===== src/rtl/mxv_resp_framer_pkg.sv =====
// Shared definitions for the MxV UART response path: frame delimiters, command codes,
// byte type and framer state encoding (CSUM exists only with MXV_FRAME_CHECKSUM_EN).
package mxv_resp_framer_pkg;

    localparam logic [7:0] FRAME_SOF = 8'hFE;
    localparam logic [7:0] FRAME_EOF = 8'hEF;

    localparam logic [7:0] CMD_LOAD_MATRIX = 8'h01;
    localparam logic [7:0] CMD_LOAD_VECTOR = 8'h02;
    localparam logic [7:0] CMD_MULTIPLY    = 8'h03;
    localparam logic [7:0] CMD_READ_RESULT = 8'h04;

    typedef logic [7:0] word_lenght_t;

    typedef enum logic [3:0] {
        ST_IDLE,
        ST_SOF,
        ST_LEN,
        ST_CMD,
        ST_FETCH,
        ST_DATA,
`ifdef MXV_FRAME_CHECKSUM_EN
        ST_CSUM,
`endif
        ST_EOF,
        ST_FIN
    } framer_state_t;

    // States that put one byte on the UART: an issue cycle followed by a wait for tx_done.
    function automatic logic is_byte_state(input framer_state_t s);
        case (s)
            ST_SOF, ST_LEN, ST_CMD, ST_DATA,
`ifdef MXV_FRAME_CHECKSUM_EN
            ST_CSUM,
`endif
            ST_EOF:  return 1'b1;
            default: return 1'b0;
        endcase
    endfunction

endpackage


===== src/rtl/mxv_resp_framer.sv =====
// Response-frame transmitter: FE, LEN, CMD, payload from the result buffer, EF.
// Define MXV_FRAME_CHECKSUM_EN to insert an XOR checksum byte (LEN^CMD^payload) before EF.
module mxv_resp_framer
    import mxv_resp_framer_pkg::*;
#(
    parameter int MAX_LEN = 8,
    parameter int AW      = $clog2(MAX_LEN)
) (
    input  logic          clk,
    input  logic          rst,
    input  logic          start,
    input  logic [7:0]    cmd,
    input  logic [AW:0]   len,
    output logic          rd_en,
    output logic [AW-1:0] rd_addr,
    input  logic [7:0]    rd_data,
    output logic          tx_start,
    output logic [7:0]    tx_data,
    input  logic          tx_done,
    output logic          busy,
    output logic          done
);

    localparam logic [AW:0] MAX_CNT = (AW+1)'(MAX_LEN);
    localparam logic [AW:0] CNT_ONE = (AW+1)'(1);

`ifdef MXV_FRAME_CHECKSUM_EN
    localparam framer_state_t POST_PAYLOAD = ST_CSUM;
`else
    localparam framer_state_t POST_PAYLOAD = ST_EOF;
`endif

    framer_state_t state_q;
    framer_state_t state_d;

    logic          waiting_q;
    word_lenght_t  cmd_q;
    word_lenght_t  data_q;
    logic [AW:0]   count_q;
    logic [AW:0]   idx_q;
    logic [AW:0]   idx_inc;
    logic [AW:0]   len_clamped;
    word_lenght_t  len_byte;
    logic          issue;
    logic          advance;
    logic          start_accept;

`ifdef MXV_FRAME_CHECKSUM_EN
    word_lenght_t  csum_q;
`endif

    // A new frame may be accepted in FIN as well, so back-to-back frames lose no cycle.
    assign start_accept = start && ((state_q == ST_IDLE) || (state_q == ST_FIN));
    assign issue        = is_byte_state(state_q) && !waiting_q;
    assign advance      = is_byte_state(state_q) && waiting_q && tx_done;
    assign idx_inc      = idx_q + CNT_ONE;
    assign len_clamped  = (len > MAX_CNT) ? MAX_CNT : len;
    assign len_byte     = word_lenght_t'(count_q) + 8'd1;

    always_ff @(posedge clk) begin
        if (rst) begin
            state_q <= ST_IDLE;
        end else begin
            state_q <= state_d;
        end
    end

    always_comb begin
        state_d = state_q;
        case (state_q)
            ST_IDLE:  if (start_accept) state_d = ST_SOF;
            ST_FIN:   state_d = start_accept ? ST_SOF : ST_IDLE;
            ST_SOF:   if (advance) state_d = ST_LEN;
            ST_LEN:   if (advance) state_d = ST_CMD;
            ST_CMD:   if (advance) state_d = (count_q == '0) ? POST_PAYLOAD : ST_FETCH;
            ST_FETCH: state_d = ST_DATA;
            ST_DATA:  if (advance) state_d = (idx_inc == count_q) ? POST_PAYLOAD : ST_FETCH;
`ifdef MXV_FRAME_CHECKSUM_EN
            ST_CSUM:  if (advance) state_d = ST_EOF;
`endif
            ST_EOF:   if (advance) state_d = ST_FIN;
            default:  state_d = ST_IDLE;
        endcase
    end

    // rd_data is only valid in the DATA issue cycle, so it is captured there for the wait phase.
    always_ff @(posedge clk) begin
        if (rst) begin
            waiting_q <= 1'b0;
            cmd_q     <= '0;
            data_q    <= '0;
            count_q   <= '0;
            idx_q     <= '0;
        end else begin
            if (issue) begin
                waiting_q <= 1'b1;
            end else if (advance) begin
                waiting_q <= 1'b0;
            end
            if (start_accept) begin
                cmd_q   <= cmd;
                count_q <= len_clamped;
                idx_q   <= '0;
            end
            if ((state_q == ST_DATA) && issue) begin
                data_q <= rd_data;
            end
            if ((state_q == ST_DATA) && advance) begin
                idx_q <= idx_inc;
            end
        end
    end

`ifdef MXV_FRAME_CHECKSUM_EN
    // Checksum covers LEN, CMD and payload, folded in as each byte is issued.
    always_ff @(posedge clk) begin
        if (rst) begin
            csum_q <= '0;
        end else if (start_accept) begin
            csum_q <= '0;
        end else if (issue) begin
            case (state_q)
                ST_LEN:  csum_q <= csum_q ^ len_byte;
                ST_CMD:  csum_q <= csum_q ^ cmd_q;
                ST_DATA: csum_q <= csum_q ^ rd_data;
                default: csum_q <= csum_q;
            endcase
        end
    end
`endif

    always_comb begin
        tx_start = issue;
        busy     = (state_q != ST_IDLE) && (state_q != ST_FIN);
        done     = (state_q == ST_FIN);
        rd_en    = (state_q == ST_FETCH);
        rd_addr  = (state_q == ST_FETCH) ? idx_q[AW-1:0] : '0;
        tx_data  = '0;
        case (state_q)
            ST_SOF:  tx_data = FRAME_SOF;
            ST_LEN:  tx_data = len_byte;
            ST_CMD:  tx_data = cmd_q;
            ST_DATA: tx_data = waiting_q ? data_q : rd_data;
`ifdef MXV_FRAME_CHECKSUM_EN
            ST_CSUM: tx_data = csum_q;
`endif
            ST_EOF:  tx_data = FRAME_EOF;
            default: tx_data = '0;
        endcase
    end

endmodule


===== config.mk =====
export PLATFORM = sky130hd
export DESIGN_NAME = mxv_resp_framer
export DESIGN_NICKNAME = d
export VERILOG_FILES = /design/src/rtl/mxv_resp_framer_pkg.sv /design/src/rtl/mxv_resp_framer.sv
export SDC_FILE = /design/constraint.sdc
export NUM_CORES = 1
export LEC_CHECK = 0
export CORE_MARGIN = 4
export CORE_UTILIZATION = 50
export DETAILED_ROUTE_END_ITERATION = 10
export GPL_ROUTABILITY_DRIVEN = 0
export PLACE_DENSITY = 0.83
export RECOVER_POWER = 25
export SYNTH_ARGS = -nofsm -noshare
export SYNTH_HDL_FRONTEND = slang
export SYNTH_SLANG_ARGS = --single-unit

===== constraint.sdc =====
create_clock -name clk -period 2.05 [get_ports clk]
set_input_delay 0.41 -clock clk [delete_from_list [all_inputs] [get_ports clk]]
set_output_delay 0.41 -clock clk [all_outputs]
set_load 0.01 [all_outputs]

Word-level counts from Yosys, hierarchy flattened
Index checks and enable logic that the tools add are counted.

Bits in registers: 29. Input bits: 24. Output and inout bits: 15.

Equality and inequality tests: 15. Add/sub/neg operators: 2. Multiplexer cells: 19. Magnitude comparators: 1. Reductions and logical operators: 16.

Operator list (count): $pmux W8 S5 (1); $mux W4 (9); $pmux W4 S8 (1); $eq A4 B3 Y1 const B (4); $ne A2 B2 Y1 const B (6); $eq A4 B2 Y1 const B (2); $logic_not A4 Y1 (2); $mux W8 (1); $logic_and A1 B1 Y1 (7); $reduce_and A6 Y1 (1); $add A4 B1 Y5 const B (1); $reduce_or A5 Y1 (1); $add A4 B1 Y4 const B (1); $eq A4 B1 Y1 const B (1); $eq A4 B4 Y1 (1); $gt A4 B4 Y1 const B (1); $mux W1 (4); $mux W2 (2); $ne A4 B3 Y1 const B (1); $reduce_bool A2 Y1 (2); $reduce_bool A4 Y1 (1); $mux W3 (1); $logic_not A1 Y1 (1); $logic_or A1 B1 Y1 (1).

Depth between registers and ports, before layout
Gate-level depths: netlist of the first run.

Word-level depth: 7. Mapped depth: 7. Gate-level depth less buffers: 6.

Worst setup path before layout of the first run
No wires, ideal clock.

Path kind: reg2out. From: register state_q[1]. To: output port tx_data[4]. Setup slack: 0.399 ns. Cell stages (with the launch flop): 6. Path buffers: 3. Arrival: 1.241 ns. Cell sequence: dfxtp_1 -> buf_6 -> clkbuf_1 -> buf_2 -> nand4_1 -> o21ai_0.

Word-level cells in the longest chain between the ends: 2. Elaborated cells on any way between the ends: 6. Classes of those cells: 5 x eq/ne; 1 x mux.

Ends and longest elaborated chain: from (decl) (line mxv_resp_framer.sv:33) `framer_state_t state_q;`; from (signal assigned) (line mxv_resp_framer.sv:64) `state_q <= state_d;`; $eq A4 B3 Y1 (tied with other cells) (line mxv_resp_framer.sv:139) `case (state_q)`; $pmux W8 S5 * (line mxv_resp_framer.sv:139); to (decl) (line mxv_resp_framer.sv:18) `output logic [7:0] tx_data,`.

Every way passes the cells marked *; elsewhere a longest branch is shown, timed or not.

Worst setup path after layout of the first run
From: register state_q[1]. To: output port tx_data[6].

The elaborated chain is that of the path after synthesis.

==> summary.txt, run 1 <==
Status
  • Status: finished, final reports clean

Route
  • Vias: 1786
  • Vias per cell: approximately 5.6
  • # DRC: 0
  • Drt total wl: 4.898 mm
  • DR iter-0 viols: 125
  • Average wire per standard cell: around 15 um
  • DR pass1 iterations: 4
  • Post-route ant nets: 0

Timing
  • Final setup fails: 0
  • Fmax: approximately 490 MHz
  • Pins Over Slew Limit: 0
  • Measured slew at the worst slew-check pin: about 0.28 ns
  • Hold Vio Cnt, Final: 0
  • Setup Total Neg Slack: 0 ns
  • Max_slew headroom: around four fifths
  • Worst Clk Skew: approximately 0.0015 ns
  • Worst Slack Setup Final: around 0.023 ns
  • Fin crit period: between 2 and 2.5 ns
  • Final worst path period share: between 90 and 100%
  • RSZ-0062 raised after global routing: true

Power and ir drop
  • Comb pwr share: approximately 53%
  • Leakage: roughly 1.0 nW
  • Seq pwr share: between 30% and 40%
  • Worst VDD drop: 541.7 uV
  • Power Internal: between 1 and 1.5 mW
  • Clock share of power: 16.6%
  • P_sw: 0.8416 mW
  • Net Sw Frac: 37.18%
  • Pwr/cell area: between 900 and 1000 mW/mm^2

Place
  • DP HPWL: around 3.2 mm
  • Inst Count DP: roughly 310
  • Port Buf Inserts: 38
  • Dpl ws: -0.2248 ns

Die
  • # rows: 21
  • Die H: 66.57 um
  • Die Width: between 60 and 70 um
  • Starting Density: between 50% and 60%
  • I/O pin cnt: 39
  • Core box area: approximately 0.0033 sq mm
  • Die area: ~0.0044 sq mm

Clock network
  • H-Tree Depth: 1
  • Clk root buf: clkbuf_4
  • CTS tree: built
  • CTS clk-pin slew, worst paths: between 0.15 and 0.2 ns
  • Clock latency on the worst-skew pair: roughly 0.34 ns
  • Clk sink count: 28
  • CTS hold repair buffers: 0
  • Worst-case clock buffer depth: 2
  • Clock buffer count from CTS: 3

Worst setup path
  • CP Max Fanout: 7
  • R2R Setup Slk: 0.30 ns
  • Setup CP Type: reg -> out
  • R2R depth: 7
  • CP cell instances: nand3b_1, buf_4, buf_6, o21ai_2, a32o_1, buf_2
  • Startpoint types: register
  • Crit path largest cell delay: about 0.40 ns
  • Reg-to-Reg End: cmd_q[0]
  • WP data arrival: ~1.6 ns
  • Crit. End Element: output pin
  • Worst Setup EP: tx_data[6]
  • Worst Path Required: between 1.5 and 2 ns
  • Critical path origin: state_q[1]
  • Reg2reg start: state_q[1]
  • Slowest stage cell, crit path: dfxtp_4

Finish
  • P&R area growth vs syn: 39.61%
  • Sequential cell area: between 500 and 600 sq um
  • Layout net count: 300
  • Ant. Diodes: 0
  • Ratio of cells with drive above 1 in the final layout: between 20% and 30%
  • Multi-input logic area: between 0.001 and 0.0015 sq mm
  • # fillers: approximately 270
  • Fin cells: 318

Logic synthesis
  • Synthesized flop and latch total: 28
  • Ys Warns: 0
  • Post-synthesis mux area share: approximately an eighth
  • Most used DFF post-synth: dfxtp_1
  • Post-Synthesis Cells: ~210
  • Share of Yosys cell area claimed by the top area cell type: 32.68%
  • Yosys top cell by area: dfxtp_1
  • Post-synthesis simple-gate area fraction: between 20% and 30%
  • Synth top area cells: dfxtp_1 33%, mux2i_1 12%, o21ai_0 6.7%, nor2_1 5.5%, a21oi_1 2.9%
  • Synth top cells by count: 28 x dfxtp_1, 25 x nor2_1, 23 x o21ai_0
  • Yosys cell types: 40
  • Largest family of logic cells by synthesized area: simple AND/OR/NAND/NOR gates
  • Adder-cell share of the synthesized area: between 2 and 2.5%
  • Register area share after synthesis: 32.68%
  • Synth async-reset ratio: 0%
  • Average cell area after synthesis: ~8.0 sq um
  • Synth Area in XOR/XNOR: roughly 4%
  • Synthesized net count: about 240
  • Most frequent cell after synthesis: dfxtp_1
  • Count of flip-flops with a built-in enable after synthesis: 0
  • Compound-Gate Fraction of Synth Area: around 18%
  • Post-Syn Area: 0.001715 sq mm

Min path
  • Hold Crit Class: reg -> reg
  • Hold path startpoint: count_q[0]

GRT
  • GRT Resource Usage Total: between 20% and 30%
  • Initial antenna violation count: 0
  • Vias in the first global route: around 1.7k
  • Overflow after GRT: 0
  • Global-route wire length before repair: ~7.7 mm
  • Largest net degree at the start of global routing: 20

Run
  • Max_cap viols: 0
[cells by family (layout without fill, tap and decap cells)]
family | Yosys count | in the layout
AO/OA/AOI/OAI | 49 | 49
multiplexers | 21 | 21
XOR/XNOR | 8 | 8
adder cells (fa/ha/maj) | 3 | 3
flip-flops | 28 | 28
AND/OR/NAND/NOR | 77 | 77
buffers and inverters | 28 | 86
[registers in the layout, indices dropped and copies added, names as in the netlist]
signal,count
data_q,8
cmd_q,8
waiting_q,1
state_q,3
count_q,4
idx_q,4
[worst max-delay path, delay by kind of cell (launching register included)]
| kind | cells | cell delay [ns] |
|---|---|---|
| and+or+nand+nor | 1 | 0.19 |
| DFF | 1 | 0.40 |
| buffers and inverters | 3 | 0.40 |
| AOI/OAI and AO/OA | 2 | 0.28 |
[metrics by stage]
stage               utilization (%)  cell area (sq um)  total power, mW  hold slack, ns
floorplan                         -               1715            1.290          0.4543
global placement              67.94               2267            1.778          0.4673
detailed placement            67.94               2267            1.797          0.4822
CTS                           71.84               2397            2.205          0.5123
global route                  71.77               2395            2.399          0.5464
finish                        71.77               2395            2.263          0.5106
[routing by layer]
metal | vias to the layer above | global-route usage (%) | share of wire (%)
met2 | 63 | 42.20 | 52
met5 | - | 0 | 0
met4 | 0 | 7.868 | 1.4
li1 | 863 | - | -
met1 | 851 | 27.09 | 41
met3 | 9 | 3.373 | 5.5
[cell usage in the layout (no fill, tap or decap), types with 3 or more instances in the layout]
master and n:
a21oi_1 10, clkbuf_2 3, nand2b_1 4, nand3_1 6, clkdlybuf4s50_1 23, o21ai_0 11, nor2_1 24, nor2b_1 5
or3b_1 3, dfxtp_4 3, nand2_1 11, a32o_1 3, buf_2 6, inv_1 11, clkbuf_4 3, dfxtp_1 23
and3_1 4, ha_1 3, dlygate4sd2_1 4, buf_4 27, nor3_1 6, o21ai_1 11, mux2i_1 21, xor2_1 4
xnor2_1 4, buf_6 4
[what timing repair did]
action | in CTS | in global routing
pin swaps | 1 | 7
hold endpoints to repair | 0 | 0
buffers inserted | 5 | 2
endpoints found under the setup margin | 15 | 11
resized for setup | 52 | 18
cloned | 1 | 0
[layout make-up]
cell class	count	share of cell area (%)
multi-input combinational	158	43.26
timing repair buffer	71	26.44
sequential	28	23.98
tap	46	2.403
inverter	11	1.724
clock inverter	1	1.254
clock buffer	3	0.9404
[worst min-delay path by stage]
stage,depth (start not counted),slack (ns),endpoint
after floorplan,2,0.45,cmd_q[1]
after global placement,2,0.47,cmd_q[3]
after detailed placement,2,0.48,data_q[6]
after CTS,2,0.51,count_q[0]
after global routing,2,0.55,count_q[0]
final,2,0.51,count_q[0]
[power groups by stage]
stage | logic (mW) | registers (mW) | clock network (mW)
floorplan | 0.643 | 0.647 | 0
global placement | 1.09 | 0.690 | 0
detailed placement | 1.11 | 0.690 | 0
CTS | 1.14 | 0.690 | 0.379
global route | 1.28 | 0.704 | 0.414
finish | 1.19 | 0.696 | 0.377
Note: power is estimated with default switching activity, not from simulation.
==> run 2: changes to the inputs <==
--- a/config.mk
+++ b/config.mk
@@ -11,2 +11,3 @@
 export GPL_ROUTABILITY_DRIVEN = 0
+export MAX_ROUTING_LAYER = met4
 export PLACE_DENSITY = 0.83
--- a/constraint.sdc
+++ b/constraint.sdc
@@ -3,2 +3,2 @@
 set_output_delay 0.41 -clock clk [all_outputs]
-set_load 0.01 [all_outputs]
+set_load 0.02 [all_outputs]
==> run 2 against run 1 <==
Compared with the run above:
- clock skew up 0.013 ns
- final cell count down 1.9%
- non-clock buffer count down 6
- combinational power down 4%
- die area unchanged
- worst hold slack worse by 0.026 ns
- largest power group unchanged
==> summary.txt, run 2 (synthesized netlist as in run 1, its figures left out) <==
GRT
  • Largest net degree at the start of global routing: 29
  • Initial antenna violation count: 0
  • Overflow after GRT: 0
  • GRT Resource Usage Total: roughly a fifth
  • Global-route wire length before repair: roughly 7.0 mm
  • Vias in the first global route: 1575

Finish
  • Largest registers: cmd_q x8, data_q x8
  • Layout net count: a little under 300
  • Ant. Diodes: 0
  • P&R area growth vs syn: 33.26%
  • Ratio of cells with drive above 1 in the final layout: between 10% and 20%
  • Final core area utilization: 68.50%
  • Commonest non-fill, non-tap cells in the layout: 24 x nor2_1, 24 x buf_4, 23 x clkdlybuf4s50_1

Die
  • I/O pin cnt: 39
  • Die area: about 0.0044 sq mm
  • Die H: between 60 and 70 um
  • Starting Density: between 50% and 60%
  • # rows: 21
  • Core box area: 0.003337 sq mm
  • Die Width: ~67 um

Clock network
  • Clock latency on the worst-skew pair: approximately 0.34 ns
  • Clk root buf: clkbuf_4
  • Worst-case clock buffer depth: 2
  • CTS tree: built
  • CTS clk-pin slew, worst paths: around 0.16 ns
  • H-Tree Depth: 1
  • Clk sink count: 28
  • Clock buffer count from CTS: 3
  • CTS hold repair buffers: 0

Worst setup path
  • CP Max Fanout: 6
  • Crit. End Element: output pin
  • R2R Setup Slk: 0.18 ns
  • R2R depth: 7
  • Worst Path Required: between 1.5 and 2 ns
  • Reg2reg start: state_q[1]
  • Reg-to-Reg End: cmd_q[5]
  • Slowest stage cell, crit path: dfxtp_4
  • WP data arrival: roughly 1.6 ns
  • Startpoint types: register
  • Crit path largest cell delay: ~0.41 ns
  • Cell mode on critical path: buf_4
  • Setup CP Type: reg -> out
  • CP cell instances: buf_4, buf_4, o21ai_0, a32o_1, buf_2

Power and ir drop
  • Worst VDD drop: 519.9 uV
  • PnR Total Power: ~2.1 mW
  • Pwr/cell area: just over 900 mW/mm^2
  • Leakage: roughly 0.95 nW

Place
  • DP HPWL: between 3 and 4 mm
  • Port Buf Inserts: 38

Timing
  • Measured slew at the worst slew-check pin: 0.3492 ns
  • RSZ-0062 raised after global routing: false
  • Final hold slack: a little under 0.5 ns
  • Pins Over Slew Limit: 0
  • Final worst path period share: 95.96%
  • Max_slew headroom: between 70 and 80%
  • Fin crit period: a little under 2 ns
  • Setup Total Neg Slack: 0 ns
  • Final setup fails: 0
  • Worst Clk Skew: around 0.015 ns
  • Hold Vio Cnt, Final: 0
  • Fmax: roughly 510 MHz

Min path
  • Worst hold endpoint: count_q[0]
  • Hold Path Depth: 2
  • Hold Crit Class: reg -> reg
  • Hold path startpoint: count_q[0]

Route
  • Post-route ant nets: 0
  • DR pass1 iterations: 4
  • Drt total wl: 4.262 mm
  • DR iter-0 viols: 86
  • Vias per cell: between 5 and 6
  • # DRC: 0
  • Average wire per standard cell: 13.66 um
  • Vias: around 1.7k

Run
  • Max_cap viols: 0

Status
  • Status: finished, final reports clean
## run 2: how the worst max path moves through the flow
stage | to | slack [ns] | depth (start not counted) | startpoint
5_1_grt | tx_data[2] | 0.006 | 6 | waiting_q
6_report | tx_data[6] | 0.08 | 5 | waiting_q
3_5_place_dp | tx_data[4] | -0.31 | 6 | rd_data[4]
4_1_cts | tx_start | 0.001 | 4 | state_q[1]
3_3_place_gp | tx_data[2] | -0.33 | 6 | rd_data[2]
2_1_floorplan | tx_data[4] | 0.19 | 5 | state_q[1]
## run 2: worst max-delay path, delay by kind of cell (launching register included)
family / cells / cell delay [ns]
AO/OA/AOI/OAI: 2 / 0.37
buffers and inverters: 3 / 0.44
flip-flops: 1 / 0.41
## run 2: area by class of cell
type / instances / area, sq um
Fill cell: 298 / 1051
Multi-Input combinational cell: 158 / 1036
Sequential cell: 28 / 576.8
Timing Repair Buffer: 65 / 538.0
Tap cell: 46 / 57.56
Inverter: 11 / 41.29
Clock buffer: 4 / 36.28
## run 2: metal layers
metal / share of wire [%] / global-route usage, %
met3: 3.9 / 2.867
met2: 48 / 34.41
met1: 45 / 25.93
met5: 0 / -
met4: 2.7 / 9.898
## run 2: repair_timing
action | CTS | global route
buffers inserted | 2 | 1
setup endpoints to repair | 15 | 10
resized for setup | 41 | 21
## run 2: stage by stage
step           std cells  setup slack [ns]  instance area, sq um
5_1_grt              312          0.005562                  2286
6_report             312           0.08281                  2286
4_1_cts              311          0.001418                  2303
2_1_floorplan        214            0.1941                  1715
3_3_place_gp         305           -0.3321                  2252
3_5_place_dp         305           -0.3136                  2252
## run 2: power breakdown
group          internal [mW]  switching [mW]  total (mW)
combinational          0.544           0.597        1.14
clock                  0.109           0.170       0.279
sequential             0.618          0.0901       0.709
total                   1.27           0.857        2.13
==> run 3: changes to the inputs <==
SETUP_SLACK_MARGIN = 0.05   (was default)
==> run 3 against run 2 <==
Compared with the run above:
- count of clock-buffer cells in the layout did not move
- total power fell by 0.72%
- final cell count fell by 0.32%
- sequential cell count did not move
- worst hold slack barely moved
- highest routed layer unchanged
- wire length fell by 1.5%
==> summary.txt, run 3 (synthesized netlist as in run 1, its figures left out) <==
Worst setup path
  • Reg-to-Reg End: cmd_q[5]
  • CP Max Fanout: 28
  • Crit path largest cell delay: around 0.41 ns
  • R2R depth: 8
  • Crit. End Element: output pin
  • WP data arrival: ~1.5 ns
  • Reg2reg start: state_q[2]
  • R2R Setup Slk: 0.16 ns
  • Worst Path Required: about 1.6 ns
  • CP cell instances: buf_12, o21ai_0, a32o_1, clkdlybuf4s15_2
  • Critical path origin: state_q[2]
  • Buffers plus inverters on the worst setup path: 2
  • Setup CP Type: reg -> out
  • Startpoint types: register
  • Slowest stage cell, crit path: dfxtp_1
  • Delay-heaviest family, CP: buffers and inverters

Timing
  • Hold Vio Cnt, Final: 0
  • Final hold slack: roughly 0.48 ns
  • Max_slew headroom: ~77%
  • Fmax: around 520 MHz
  • Fin crit period: roughly 1.9 ns
  • Setup Total Neg Slack: 0 ns
  • RSZ-0062 raised after global routing: true
  • Pins Over Slew Limit: 0
  • Final setup fails: 0
  • Measured slew at the worst slew-check pin: around 0.35 ns
  • Final worst path period share: 94.56%
  • Worst Slack Setup Final: about 0.11 ns
  • Worst Clk Skew: just over 0.009 ns

Clock network
  • CTS tree: built
  • Clock latency on the worst-skew pair: 0.33 ns
  • H-Tree Depth: 1
  • Clk sink count: 28
  • Worst-case clock buffer depth: 2
  • CTS clk-pin slew, worst paths: 0.14 ns
  • Clock buffer count from CTS: 3
  • Clk root buf: clkbuf_4
  • CTS hold repair buffers: 0

Route
  • # DRC: 0
  • Post-route ant nets: 0
  • Vias per cell: 5.434
  • DR pass1 iterations: 4
  • Average wire per standard cell: roughly 14 um
  • Drt total wl: ~4.2 mm
  • Vias: about 1.7k
  • DR iter-0 viols: just under 60

GRT
  • Largest net degree at the start of global routing: 29
  • Initial antenna violation count: 0
  • Vias in the first global route: between 1.5k and 2k
  • GRT Resource Usage Total: a little over a fifth
  • Overflow after GRT: 0
  • Global-route wire length before repair: ~7 mm

Finish
  • Layout net count: 293
  • Commonest non-fill, non-tap cells in the layout: 24 x nor2_1, 24 x buf_4, 23 x dfxtp_1, 23 x clkdlybuf4s50_1, 21 x mux2i_1
  • P&R area growth vs syn: 32.82%
  • Ratio of cells with drive above 1 in the final layout: around a fifth
  • Ant. Diodes: 0
  • Largest registers: cmd_q x8, data_q x8
  • Final Instance Area: approximately 0.0023 sq mm

Min path
  • Worst hold endpoint: count_q[0]
  • Hold Crit Class: reg -> reg
  • Hold Path Depth: 2
  • Hold path startpoint: count_q[0]

Place
  • Placed instance area: about 0.0023 sq mm
  • Dpl ws: -0.3136 ns
  • DP HPWL: about 3.2 mm
  • Port Buf Inserts: 38

Run
  • Max_cap viols: 0

Die
  • # rows: 21
  • Starting Density: between 50% and 60%
  • Core box area: around 0.0033 sq mm
  • Die Width: 66.57 um
  • Die H: 66.57 um
  • Die area: approximately 0.0044 sq mm
  • I/O pin cnt: 39

Status
  • Status: finished, final reports clean

Power and ir drop
  • Leakage: ~0.94 nW
  • Worst VDD drop: roughly 520 uV
  • PnR Total Power: between 2 and 2.5 mW
  • Pwr/cell area: 927.5 mW/mm^2
==> run 3: timing repair <==
item / in CTS / in global routing
resized for setup: 54 / 14
setup buffers: 2 / 0
setup endpoints to repair: 15 / 9
==> run 3: worst register-to-register path: stages, from the launching register on <==
cell and delay (ns):
dfxtp_1 0.41, buf_12 0.18, clkbuf_2 0.21, nor3_2 0.08
buf_4 0.14, o21ai_4 0.28, buf_4 0.23, mux2i_1 0.21
nor2_1 0.06
==> run 3: final cells by class <==
class                           count  area [sq um]
Fill cell                         299          1059
Multi-Input combinational cell    158          1035
Sequential cell                    28         574.3
Timing Repair Buffer               64         534.3
Tap cell                           46         57.56
Inverter                           11         41.29
Clock buffer                        4         36.28
==> run 3: worst max-delay path by stage <==
| stage | slack (ns) | cells past startpoint | to |
|---|---|---|---|
| 6_report | 0.11 | 4 | tx_data[7] |
| 5_1_grt | 0.01 | 6 | tx_data[2] |
| 4_1_cts | 0.05 | 4 | tx_start |
| 3_5_place_dp | -0.31 | 6 | tx_data[4] |
| 3_3_place_gp | -0.33 | 6 | tx_data[2] |
| 2_1_floorplan | 0.19 | 5 | tx_data[4] |
==> run 3: report_power, final <==
group,internal [mW],total (mW),switching [mW]
logic,0.542,1.13,0.587
registers,0.618,0.710,0.0924
clock network,0.109,0.274,0.165
==> run 3: metal layers <==
| layer | GRT usage [%] | share of wire, % | up-vias |
|---|---|---|---|
| met3 | 2.867 | 4.0 | 11 |
| met5 | - | 0 | - |
| li1 | - | - | 853 |
| met2 | 34.16 | 48 | 45 |
| met4 | 9.898 | 2.7 | 0 |
| met1 | 25.72 | 45 | 781 |
==> run 3: through the flow <==
stage          utilization (%)  instances
5_1_grt                  68.28        311
4_1_cts                  68.80        311
3_3_place_gp             67.49        305
3_5_place_dp             67.49        305
6_report                 68.28        311
2_1_floorplan                -        214
